$ cat config.mk
export PLATFORM = sky130hd
export DESIGN_NAME = dice_roller_flat
export DESIGN_NICKNAME = d
export VERILOG_FILES = /design/src/rtl/dice_roller_if.sv /design/src/rtl/dice_roller.sv /design/src/flat_wrapper.sv
export SDC_FILE = /design/constraint.sdc
export NUM_CORES = 1
export LEC_CHECK = 0
export CORE_MARGIN = 1.5
export CORE_UTILIZATION = 40
export DETAILED_ROUTE_END_ITERATION = 6
export SETUP_SLACK_MARGIN = 0.3
export SYNTH_ARGS = -nofsm -noshare
export SYNTH_HDL_FRONTEND = slang
export SYNTH_SLANG_ARGS = --single-unit
$ cat constraint.sdc
create_clock -name clk -period 1.8 [get_ports clk]
set_clock_uncertainty 0.15 [all_clocks]
set_input_delay 0.54 -clock clk [delete_from_list [all_inputs] [get_ports clk]]
set_output_delay 0.54 -clock clk [all_outputs]
set_load 0.03 [all_outputs]
$ cat src/rtl/dice_roller_if.sv
// Game-FSM <-> dice roller bundle: roll/turn/hold requests in, dice state and roll status out.
interface dice_roller_if #(
  parameter int NUM_DICE = 5
);
  logic                    roll_trigger;
  logic                    new_turn;
  logic                    hold_toggle;
  logic [2:0]              hold_sel;
  logic [3*NUM_DICE-1:0]   dice_vals;
  logic [NUM_DICE-1:0]     hold_mask;
  logic                    busy;
  logic                    roll_done;

  modport master (
    output roll_trigger, new_turn, hold_toggle, hold_sel,
    input  dice_vals, hold_mask, busy, roll_done
  );

  modport slave (
    input  roll_trigger, new_turn, hold_toggle, hold_sel,
    output dice_vals, hold_mask, busy, roll_done
  );
endinterface

$ cat src/rtl/dice_roller.sv
// Dice roller: owns dice values and hold mask; shuffles non-held dice from a free-running
// Galois LFSR on each trigger, settles them to 1..6, then pulses roll_done.
module dice_roller #(
  parameter int          NUM_DICE   = 5,
  parameter int          ANIM_STEPS = 8,
  parameter int          STEP_DIV   = 4,
  parameter logic [15:0] SEED       = 16'hACE1
) (
  input  logic     clk,
  input  logic     reset,
  dice_roller_if.slave bus
);
  localparam int DW = $clog2(STEP_DIV + 1);
  localparam int SW = $clog2(ANIM_STEPS + 1);

  typedef enum logic [1:0] {IDLE, SHUFFLE, SETTLE, DONE} state_e;

  state_e                    state_q, state_d;
  logic [15:0]               lfsr_q, lfsr_d;
  logic [NUM_DICE-1:0][2:0]  dice_q, dice_d;
  logic [NUM_DICE-1:0]       hold_q, hold_d;
  logic [NUM_DICE-1:0]       settled_q, settled_d;
  logic [NUM_DICE-1:0]       fvalid;
  logic                      rolled_q, rolled_d;
  logic [DW-1:0]             div_q, div_d;
  logic [SW-1:0]             step_q, step_d;

  // Galois form, taps 16/14/13/11; a stuck-at-zero register reloads the seed.
  always_comb begin
    if (lfsr_q == 16'h0) lfsr_d = SEED;
    else                 lfsr_d = {1'b0, lfsr_q[15:1]} ^ (lfsr_q[0] ? 16'hB400 : 16'h0000);
  end

  for (genvar i = 0; i < NUM_DICE; i++) begin : g_field
    assign fvalid[i] = (lfsr_q[3*i +: 3] != 3'd0) && (lfsr_q[3*i +: 3] != 3'd7);
  end

  always_comb begin
    state_d   = state_q;
    dice_d    = dice_q;
    hold_d    = hold_q;
    settled_d = settled_q;
    rolled_d  = rolled_q;
    div_d     = div_q;
    step_d    = step_q;
    if (bus.new_turn) begin
      state_d   = IDLE;
      dice_d    = '0;
      hold_d    = '0;
      settled_d = '0;
      rolled_d  = 1'b0;
      div_d     = '0;
      step_d    = '0;
    end else begin
      case (state_q)
        IDLE: begin
          if (bus.roll_trigger) begin
            state_d = (&hold_q) ? DONE : SHUFFLE;
            div_d   = '0;
            step_d  = '0;
          end else if (bus.hold_toggle && rolled_q) begin
            // out-of-range selects match no die and fall through untouched
            for (int i = 0; i < NUM_DICE; i++)
              if (bus.hold_sel == 3'(i)) hold_d[i] = ~hold_q[i];
          end
        end
        SHUFFLE: begin
          if (div_q == DW'(STEP_DIV - 1)) begin
            div_d = '0;
            for (int i = 0; i < NUM_DICE; i++)
              if (!hold_q[i] && fvalid[i]) dice_d[i] = lfsr_q[3*i +: 3];
            if (step_q == SW'(ANIM_STEPS - 1)) begin
              state_d   = SETTLE;
              step_d    = '0;
              settled_d = '0;
            end else begin
              step_d = step_q + SW'(1);
            end
          end else begin
            div_d = div_q + DW'(1);
          end
        end
        SETTLE: begin
          for (int i = 0; i < NUM_DICE; i++)
            if (!hold_q[i] && !settled_q[i] && fvalid[i]) begin
              dice_d[i]    = lfsr_q[3*i +: 3];
              settled_d[i] = 1'b1;
            end
          if (&(settled_d | hold_q)) state_d = DONE;
        end
        DONE: begin
          rolled_d = 1'b1;
          state_d  = IDLE;
        end
        default: state_d = IDLE;
      endcase
    end
  end

  always_ff @(posedge clk) begin
    if (reset) begin
      state_q   <= IDLE;
      lfsr_q    <= SEED;
      dice_q    <= '0;
      hold_q    <= '0;
      settled_q <= '0;
      rolled_q  <= 1'b0;
      div_q     <= '0;
      step_q    <= '0;
    end else begin
      state_q   <= state_d;
      lfsr_q    <= lfsr_d;
      dice_q    <= dice_d;
      hold_q    <= hold_d;
      settled_q <= settled_d;
      rolled_q  <= rolled_d;
      div_q     <= div_d;
      step_q    <= step_d;
    end
  end

  assign bus.dice_vals = dice_q;
  assign bus.hold_mask = hold_q;
  assign bus.busy      = (state_q == SHUFFLE) || (state_q == SETTLE);
  assign bus.roll_done = (state_q == DONE);
endmodule

$ cat src/flat_wrapper.sv
// flat-port wrapper written by rule: the top's interface ports become plain ports
module dice_roller_flat 
#(
  parameter int          NUM_DICE   = 5,
  parameter int          ANIM_STEPS = 8,
  parameter int          STEP_DIV   = 4,
  parameter logic [15:0] SEED       = 16'hACE1
)
  (clk, reset, bus_roll_trigger, bus_new_turn, bus_hold_toggle, bus_hold_sel, bus_dice_vals, bus_hold_mask, bus_busy, bus_roll_done);
  dice_roller_if #(.NUM_DICE(NUM_DICE)) bus_i ();
  input  logic clk;
  input  logic reset;
  input wire logic [$bits(bus_i.roll_trigger)-1:0] bus_roll_trigger;
  input wire logic [$bits(bus_i.new_turn)-1:0] bus_new_turn;
  input wire logic [$bits(bus_i.hold_toggle)-1:0] bus_hold_toggle;
  input wire logic [$bits(bus_i.hold_sel)-1:0] bus_hold_sel;
  output wire logic [$bits(bus_i.dice_vals)-1:0] bus_dice_vals;
  output wire logic [$bits(bus_i.hold_mask)-1:0] bus_hold_mask;
  output wire logic [$bits(bus_i.busy)-1:0] bus_busy;
  output wire logic [$bits(bus_i.roll_done)-1:0] bus_roll_done;
  assign bus_i.roll_trigger = bus_roll_trigger;
  assign bus_i.new_turn = bus_new_turn;
  assign bus_i.hold_toggle = bus_hold_toggle;
  assign bus_i.hold_sel = bus_hold_sel;
  assign bus_dice_vals = bus_i.dice_vals;
  assign bus_hold_mask = bus_i.hold_mask;
  assign bus_busy = bus_i.busy;
  assign bus_roll_done = bus_i.roll_done;
  dice_roller #(.NUM_DICE(NUM_DICE), .ANIM_STEPS(ANIM_STEPS), .STEP_DIV(STEP_DIV), .SEED(SEED)) u_core (.clk(clk), .reset(reset), .bus(bus_i));
endmodule
Word level (Yosys, flattened, before mapping) --
Cells that the tools add are included.
Storage, ports and cells: output and inout port bits 22, register bits after elaboration 51, word-level logic and storage cells 158, input bits 8
Operators by class: bitwise gates (word level) 8, reduce and logical (&&, ||, !) cells 60, multiplexer cells 44, add/sub/neg operators 2, equality and inequality tests 28
Operator list (number):
- AND reduction 4 bit | 11
- 2-to-1 mux 3 bit | 12
- one-hot mux 15 bit (2 select lines) | 1
- inequality test 2 x 1 -> 1 bit (second input constant) | 13
- logical AND 1 bit | 21
- logical NOT 16 bit | 1
- 2-to-1 mux 16 bit | 1
- bitwise XOR 15 x 16 -> 16 bit | 1
- 2-to-1 mux 1 bit | 15
- 2-to-1 mux 15 bit | 1
- inequality test 3 bit (second input constant) | 5
- nonzero test 3 bit | 5
- 2-to-1 mux 4 bit | 3
- logical NOT 1 bit | 10
- 2-to-1 mux 2 bit | 5
- 2-to-1 mux 5 bit | 2
- one-hot mux 5 bit (2 select lines) | 1
- AND reduction 5 bit | 2
- equality test 3 x 2 -> 1 bit (second input constant) | 3
- one-hot mux 2 bit (4 select lines) | 1
- one-hot mux 4 bit (2 select lines) | 1
- NOT 1 bit | 6
- one-hot mux 3 bit (2 select lines) | 1
- AND reduction 3 bit | 2
- other kinds (15) | 18

Logic depth before layout (Yosys ltp) --
Gate-level depths: netlist of the first run.
word-level depth 10, depth in mapped cells 8, gate-level depth less buffers 7

Worst setup path before layout of the first run --
Ideal clock, no wire load.
kind flip-flop to flip-flop, from register u_core.state_q[1], to register u_core.dice_q, in the netlist u_core.bus.dice_vals[0], arrival 1.608 ns, required time 1.522 ns, clock period less this slack 1.886 ns, stages on the path, launching flop included 8, buffers on the path 1, path slack -0.086 ns, setup time 0.128 ns, path through dfxtp_1 inv_1 ha_1 buf_4 mux2i_4 a2111oi_4 mux2i_1 nor2_1
On the way: word-level cells in the longest chain between the ends 3, elaborated cells on any way between the ends 8, those cells by class eq/ne: 5; mux: 1; reduce/logical: 2
RTL lines:
- start: declaration | RTL line dice_roller.sv:18 | state_e state_q, state_d;
- start signal: assignment | RTL line dice_roller.sv:111 | state_q <= state_d;
- equality test 2 x 1 -> 1 bit / equality test 2 bit (equally long branches) | RTL line dice_roller.sv:55 | case (state_q)
- inequality test 2 x 1 -> 1 bit (no source line) / nonzero test 2 bit (equally long branches)
- AND reduction 4 bit (no source line)
- end signal: assignment | RTL line dice_roller.sv:113 | dice_q <= dice_d;
- end: declaration | RTL line dice_roller.sv:20 | logic [NUM_DICE-1:0][2:0] dice_q, dice_d;
Several ways; a longest one is shown, not always the timed one. A chain may end at the register's enable or synchronous reset.

Final worst setup path of the first run --
from register u_core.state_q[0], to output port bus_busy
On the way: word-level cells in the longest chain between the ends 2, elaborated cells on any way between the ends 3, those cells by class eq/ne: 2; reduce/logical: 1
RTL lines:
- equality test 2 x 1 -> 1 bit / equality test 2 bit (equally long branches) | RTL line dice_roller.sv:124 | assign bus.busy = (state_q == SHUFFLE) || (state_q == SETTLE);
- logical OR 1 bit (*) | RTL line dice_roller.sv:124
- end: declaration | RTL line flat_wrapper.sv:19 | output wire logic [$bits(bus_i.busy)-1:0] bus_busy;
Every way passes the cells marked *; elsewhere a longest branch is shown, timed or not.

==> results.toml, run 1 <==
[run_status]
status = "finished with violations"
failed_checks = "setup timing"

[global_routing]
grt_use_total_pct = 18.2
grt_pass1_wl_um = 8800
antenna_found_initial = 0
grt_max_degree = 25
first_global_vias = 1845
grt-ovfl-total = 0

[power]
ir_worst_vdd_mv = 0.481
p_leak_nw = 1.23
powerDensity_mw_per_mm2 = 672
finalPower_mw = 2.29

[clocking]
htreeDepth = 2
ctsRootBufferMaster = "clkbuf_8"
tritoncts = "done"
worst_skew_pair.late_latency_ps = 310
clockBufferDepth = 2
clkTransAtPathRegs_ps = 100
clock_sinks = 51
numCtsBuffers = 5

[sta]
slew_headroom_pct = 67.4
tightest_slew_ps = 479
fin_crit_ps = 1920
whs_ps = 324
rsz0062_at_grt = "yes"
drv_slew = 0
final.period_utilization_pct = 106
final-hold-violation-count = 0
setup_ws_ps = -115
setup_viol = 16
fmax_mhz = 522

[die]
core_area_mm2 = 0.00551
rows = 27
ios = 30
die_h_um = 78.7
die_w_um = 78.7
die_area_mm2 = 0.00619
initial_core_util_pct = 41.6

[setup_path]
crit_chain = "inv_4, buf_6, ha_4, buf_6"
slowest_delay_ps = 370
r2r_end = "u_core.bus.dice_vals[3]"
crit_path_end_kind = "primary output"
cp.arrival_ps = 1230
r2r_cells = 8
worstSetupPathType = "reg -> out"
slowest_stage = "dfxtp_4"
rr_startpoint = "u_core.state_q[1]"
crit_fanout = 2
rrSetupSlack_ps = -60
critPathLaunchType = "flop"
cp.required_ps = 1110
cpMostUsedCell = "buf_6"

[placement]
dpl_cell_area_mm2 = 0.00287
port_buffers = 29
gp_congestion = 0.726
dp_hpwl_um = 3620

[detailed_routing]
avgRoutedWirePerCell_um = 14.5
first_iter_violations = 63
via_count = 1875
drc = 0
routed_wl_um = 5410
antenna_left = 0
vias_per_cell = 5.03
drt_pass1_iterations = 4

[cells_and_area]
area_growth_pct = 48.9
nNetsFinal = 314
final_area_mm2 = 0.00341
diodes = 0
post-route-util_pct = 61.9
fillCellCount = 449
layout-drive-gt1-share_pct = 50.2

[synthesis]
async_reset_ff_share_pct = 0
synth_fp_nets = 240
synth.distinct_cells = 42
synthFlopType = "dfxtp_1"
ys_seq_area_share_pct = 44.6
ys_warn_count = 0
synthesis.area_per_instance_um2 = 10.1
synthesis.instances = 226
ys_seq_elements = 51
synth_edf_count = 0
mappedNetlistArea_mm2 = 0.00229

[job]
drv_cap = 0

[hold_path]
hold_depth = 2
hold_end = "u_core.div_q[2]"
hp-start = "u_core.div_q[2]"
hp-class = "reg -> reg"
==> registers in the layout, summed over array words and instances (netlist names) <==
name,count
u_core.step_q,4
u_core.state_q,2
u_core.bus.hold_mask,5
u_core.settled_q,5
u_core.lfsr_q,16
u_core.rolled_q,1
u_core.div_q,3
u_core.bus.dice_vals,15
==> layout by cell type (no fill, tap or decap), drive strengths merged, types with 2 or more instances in the layout <==
master / instances
buf: 66
dfxtp: 51
nor2: 44
mux2i: 18
nand2: 10
xnor2: 8
nand2b: 8
nor2b: 7
nand3: 7
a22oi: 7
a21oi: 7
clkdlybuf4s50: 6
ha: 6
a2111oi: 5
clkbuf: 5
nor3: 5
inv: 5
or3: 4
nand4b: 3
nor3b: 3
o21ai: 3
nor4: 2
and2b: 2
nand4: 2
xor2: 2
clkinv: 2
or4: 2
a31oi: 2
and2: 2
==> area by class of cell <==
class	instances	area, µm²	share of cell area, %
Multi-Input combinational cell	165	1430	41.9
Sequential cell	51	1070	31.4
Timing Repair Buffer	73	704	20.7
Tap cell	72	90.1	2.64
Clock buffer	5	68.8	2.02
Clock inverter	3	28.8	0.844
Inverter	4	20.0	0.587
==> cells by family (layout without fill, tap and decap cells) <==
family	count (synthesis)	in the layout	share of synthesized area, %
AOI/OAI and AO/OA	28	28	13.4
xor gates and xnor gates	10	10	3.82
adders and majority gates	6	6	3.28
buffers and inverters	10	85	2.29
DFF	51	51	44.6
muxes	18	18	8.41
and+or+nand+nor	103	103	24.2
==> how the worst max path moves through the flow <==
stage | from | endpoint | slack [ps] | cells past startpoint
final | u_core.state_q[0] | bus_busy | -120 | 4
after global routing | u_core.state_q[1] | u_core.bus.dice_vals[3] | -160 | 8
after CTS | u_core.state_q[0] | bus_busy | -100 | 4
after detailed placement | bus_roll_trigger | u_core.state_q[1] | -300 | 6
after global placement | bus_roll_trigger | u_core.bus.hold_mask[4] | -290 | 6
after floorplan | u_core.state_q[1] | u_core.bus.dice_vals[0] | -60 | 7
==> Yosys cell counts (all sizes together) (5+ instances only) <==
cell type / number / share of area, %
a21oi: 7 / 1.5
nor2: 44 / 7.2
xnor2: 8 / 3.1
nor2b: 7 / 1.9
nand3: 7 / 1.5
a22oi: 7 / 2.3
nand2b: 8 / 2.5
ha: 6 / 3.3
mux2i: 18 / 8.4
nor3: 5 / 1.3
nand2: 10 / 1.9
dfxtp: 51 / 45
a2111oi: 5 / 6.0
==> per-layer routing <==
| layer | wire, µm | share of wire, % | up-vias | GRT usage, % |
|---|---|---|---|---|
| li1 | - | - | 936 | - |
| met2 | 2710 | 50 | 25 | 30.9 |
| met3 | 145 | 2.7 | 4 | 4.19 |
| met5 | 0 | 0 | - | 0 |
| met4 | 53 | 0.98 | 0 | 6.61 |
| met1 | 2500 | 46 | 910 | 22.3 |
==> repair_timing <==
action,4_1_cts,5_1_grt
hold buffers,0,0
gates resized for setup,166,24
pin swaps,22,11
endpoints found under the setup margin,67,65
setup buffers,13,6
==> per-stage QoR <==
stage / instances / TNS (ps) / worst slack (ps)
CTS: 367 / -1370 / -105
global route: 373 / -2150 / -155
floorplan: 226 / -188 / -56.4
detailed placement: 346 / -4410 / -302
finish: 373 / -703 / -115
global placement: 346 / -4290 / -287
==> report_power, final <==
group	switching [mW]	internal (mW)
combinational	0.188	0.208
clock	0.418	0.289
sequential	0.0358	1.15
total	0.642	1.65
==> worst max-delay path, delay by kind of cell (launching register included) <==
kind	cells	cell delay (ps)
flip-flops	1	370
adder cells (fa/ha/maj)	1	270
buffers and inverters	3	270
No activity file was read; power rests on OpenSTA's default activity.
==> inputs of run 2 (changes only) <==
PLACE_DENSITY = 0.69   (was unset)
SLEW_MARGIN = 20   (was unset)
==> run 2 against run 1 <==
Against the previous run:
- the run still ends with setup timing left
- sequential power hardly changed
- clock power is 11% higher
- first-iteration DRC count is 41% higher
- die area stayed put
- critical endpoint unchanged
- cell area is 2.7% higher
- largest power group unchanged
- critical path type unchanged
- highest routed layer unchanged
==> results.toml, run 2 (synthesis results as in run 1) <==
[cells_and_area]
final_cells = 381
area_growth_pct = 52.9
layout-drive-gt1-share_pct = 51.5
fillCellCount = 427
largest_register_ff_count = 16
final_cell_mix = "44 x nor2_1, 39 x buf_6, 35 x buf_4"
top_register = "u_core.lfsr_q"
diodes = 0
final_common_cell = "nor2_1"
nNetsFinal = 323
final_area_mm2 = 0.00350

[sta]
drv_slew = 0
rsz0062_at_grt = "yes"
slew_headroom_pct = 65.3
final.period_utilization_pct = 107
setup_ws_ps = -119
fmax_mhz = 521
fin_crit_ps = 1920
final-hold-violation-count = 0
setup_viol = 21
tightest_slew_ps = 510

[setup_path]
path_buf_inv = 3
cpMostUsedCell = "buf_6"
rr_startpoint = "u_core.state_q[0]"
cp.required_ps = 1110
slowest_stage = "dfxtp_2"
critical_path.startpoint = "u_core.state_q[1]"
worstSetupPathType = "reg -> out"
crit_path_end_kind = "primary output"
crit_chain = "inv_2, buf_6, ha_4, buf_6"
slowest_delay_ps = 360
critPathLaunchType = "flop"
crit_fanout = 2
crit_family = "flip-flops"
cp.arrival_ps = 1230

[detailed_routing]
via_count = 1897
drt_pass1_iterations = 4
vias_per_cell = 4.98
avgRoutedWirePerCell_um = 14.2
routed_wl_um = 5400
antenna_left = 0
drc = 0
first_iter_violations = 89

[placement]
dp.cells = 348
dp_hpwl_um = 3500
gp_congestion = 0.792
dpl_cell_area_mm2 = 0.00288
port_buffers = 29

[global_routing]
grt-ovfl-total = 0
first_global_vias = 1878
antenna_found_initial = 0
grt_pass1_wl_um = 8960
grt_max_degree = 25
grt_use_total_pct = 18.5

[die]
die_h_um = 78.7
ios = 30
die_area_mm2 = 0.00619
rows = 27
initial_core_util_pct = 41.6
core_area_mm2 = 0.00551
die_w_um = 78.7

[hold_path]
hp-class = "reg -> reg"
hp-start = "u_core.div_q[2]"

[clocking]
tritoncts = "done"
clock_sinks = 51
clockBufferDepth = 2
clkTransAtPathRegs_ps = 90
ctsRootBufferMaster = "clkbuf_8"
htreeDepth = 2
numCtsBuffers = 5
worst_skew_pair.late_latency_ps = 300

[power]
ir_worst_vdd_mv = 0.581
p_leak_nw = 1.29
powerDensity_mw_per_mm2 = 686
finalPower_mw = 2.40

[run_status]
failed_checks = "setup timing"
status = "finished with violations"

[job]
drv_cap = 0
## run 2: cell types whose count changed in the layout (fill, tap and decap cells not counted), sizes merged
cell,before,now
buf,66,75
bufinv,0,1
clkdlybuf4s50,6,5
clkinv,2,0
clkinvlp,0,1
dlygate4sd2,1,2
inv,5,4
## run 2: path summary, 6_finish.rpt
kind	endpoint	slack, ps	depth (start not counted)
setup / recovery	bus_busy	-120	4
setup reg to reg	u_core.step_q[1]	-80	9
hold / removal	u_core.div_q[2]	300	2
hold reg to reg	u_core.div_q[2]	300	2
## run 2: power breakdown
group	total, mW	internal, mW	switching, mW
clock network	0.787	0.407	0.380
registers	1.19	1.15	0.0329
logic	0.429	0.232	0.198
## run 2: cell type report
class	count	area (µm²)	share of cell area, %
Multi-Input combinational cell	165	1430	40.8
Tap cell	72	90.1	2.57
Sequential cell	51	1070	30.5
Timing Repair Buffer	82	790	22.5
Clock inverter	2	37.5	1.07
Clock buffer	5	68.8	1.96
Inverter	4	17.5	0.500
## run 2: routing by layer
metal / track usage, % / vias to the layer above / share of wire [%] / wire length (µm)
met5: 0 / - / 0 / 0
met2: 32.1 / 25 / 51 / 2740
li1: - / 958 / - / -
met3: 3.84 / 7 / 2.9 / 154
met4: 5.36 / 0 / 0.82 / 44
met1: 23.0 / 907 / 45 / 2460
## run 2: worst reg2reg max path, delay by kind of cell (launching register included)
| kind | cells | cell delay [ps] |
|---|---|---|
| mux | 1 | 180 |
| simple gates | 1 | 130 |
| compound gates | 2 | 310 |
| fa+ha+maj | 1 | 160 |
| flops | 1 | 360 |
| buf+inv | 4 | 510 |
## run 2: what timing repair did
action,4_1_cts,5_1_grt
hold buffers,0,0
endpoints found under the setup margin,67,65
pin swaps,23,17
gates resized for setup,168,26
buffers inserted,24,2
## run 2: metrics by stage
stage / utilization (%) / setup slack (ps) / hold slack, ps / setup TNS (ps)
floorplan: - / -56.4 / 264 / -188
global placement: 52.4 / -289 / 283 / -4920
detailed placement: 52.4 / -354 / 280 / -5110
CTS: 61.8 / -116 / 297 / -1500
global route: 63.6 / -168 / 351 / -2690
finish: 63.6 / -119 / 298 / -772
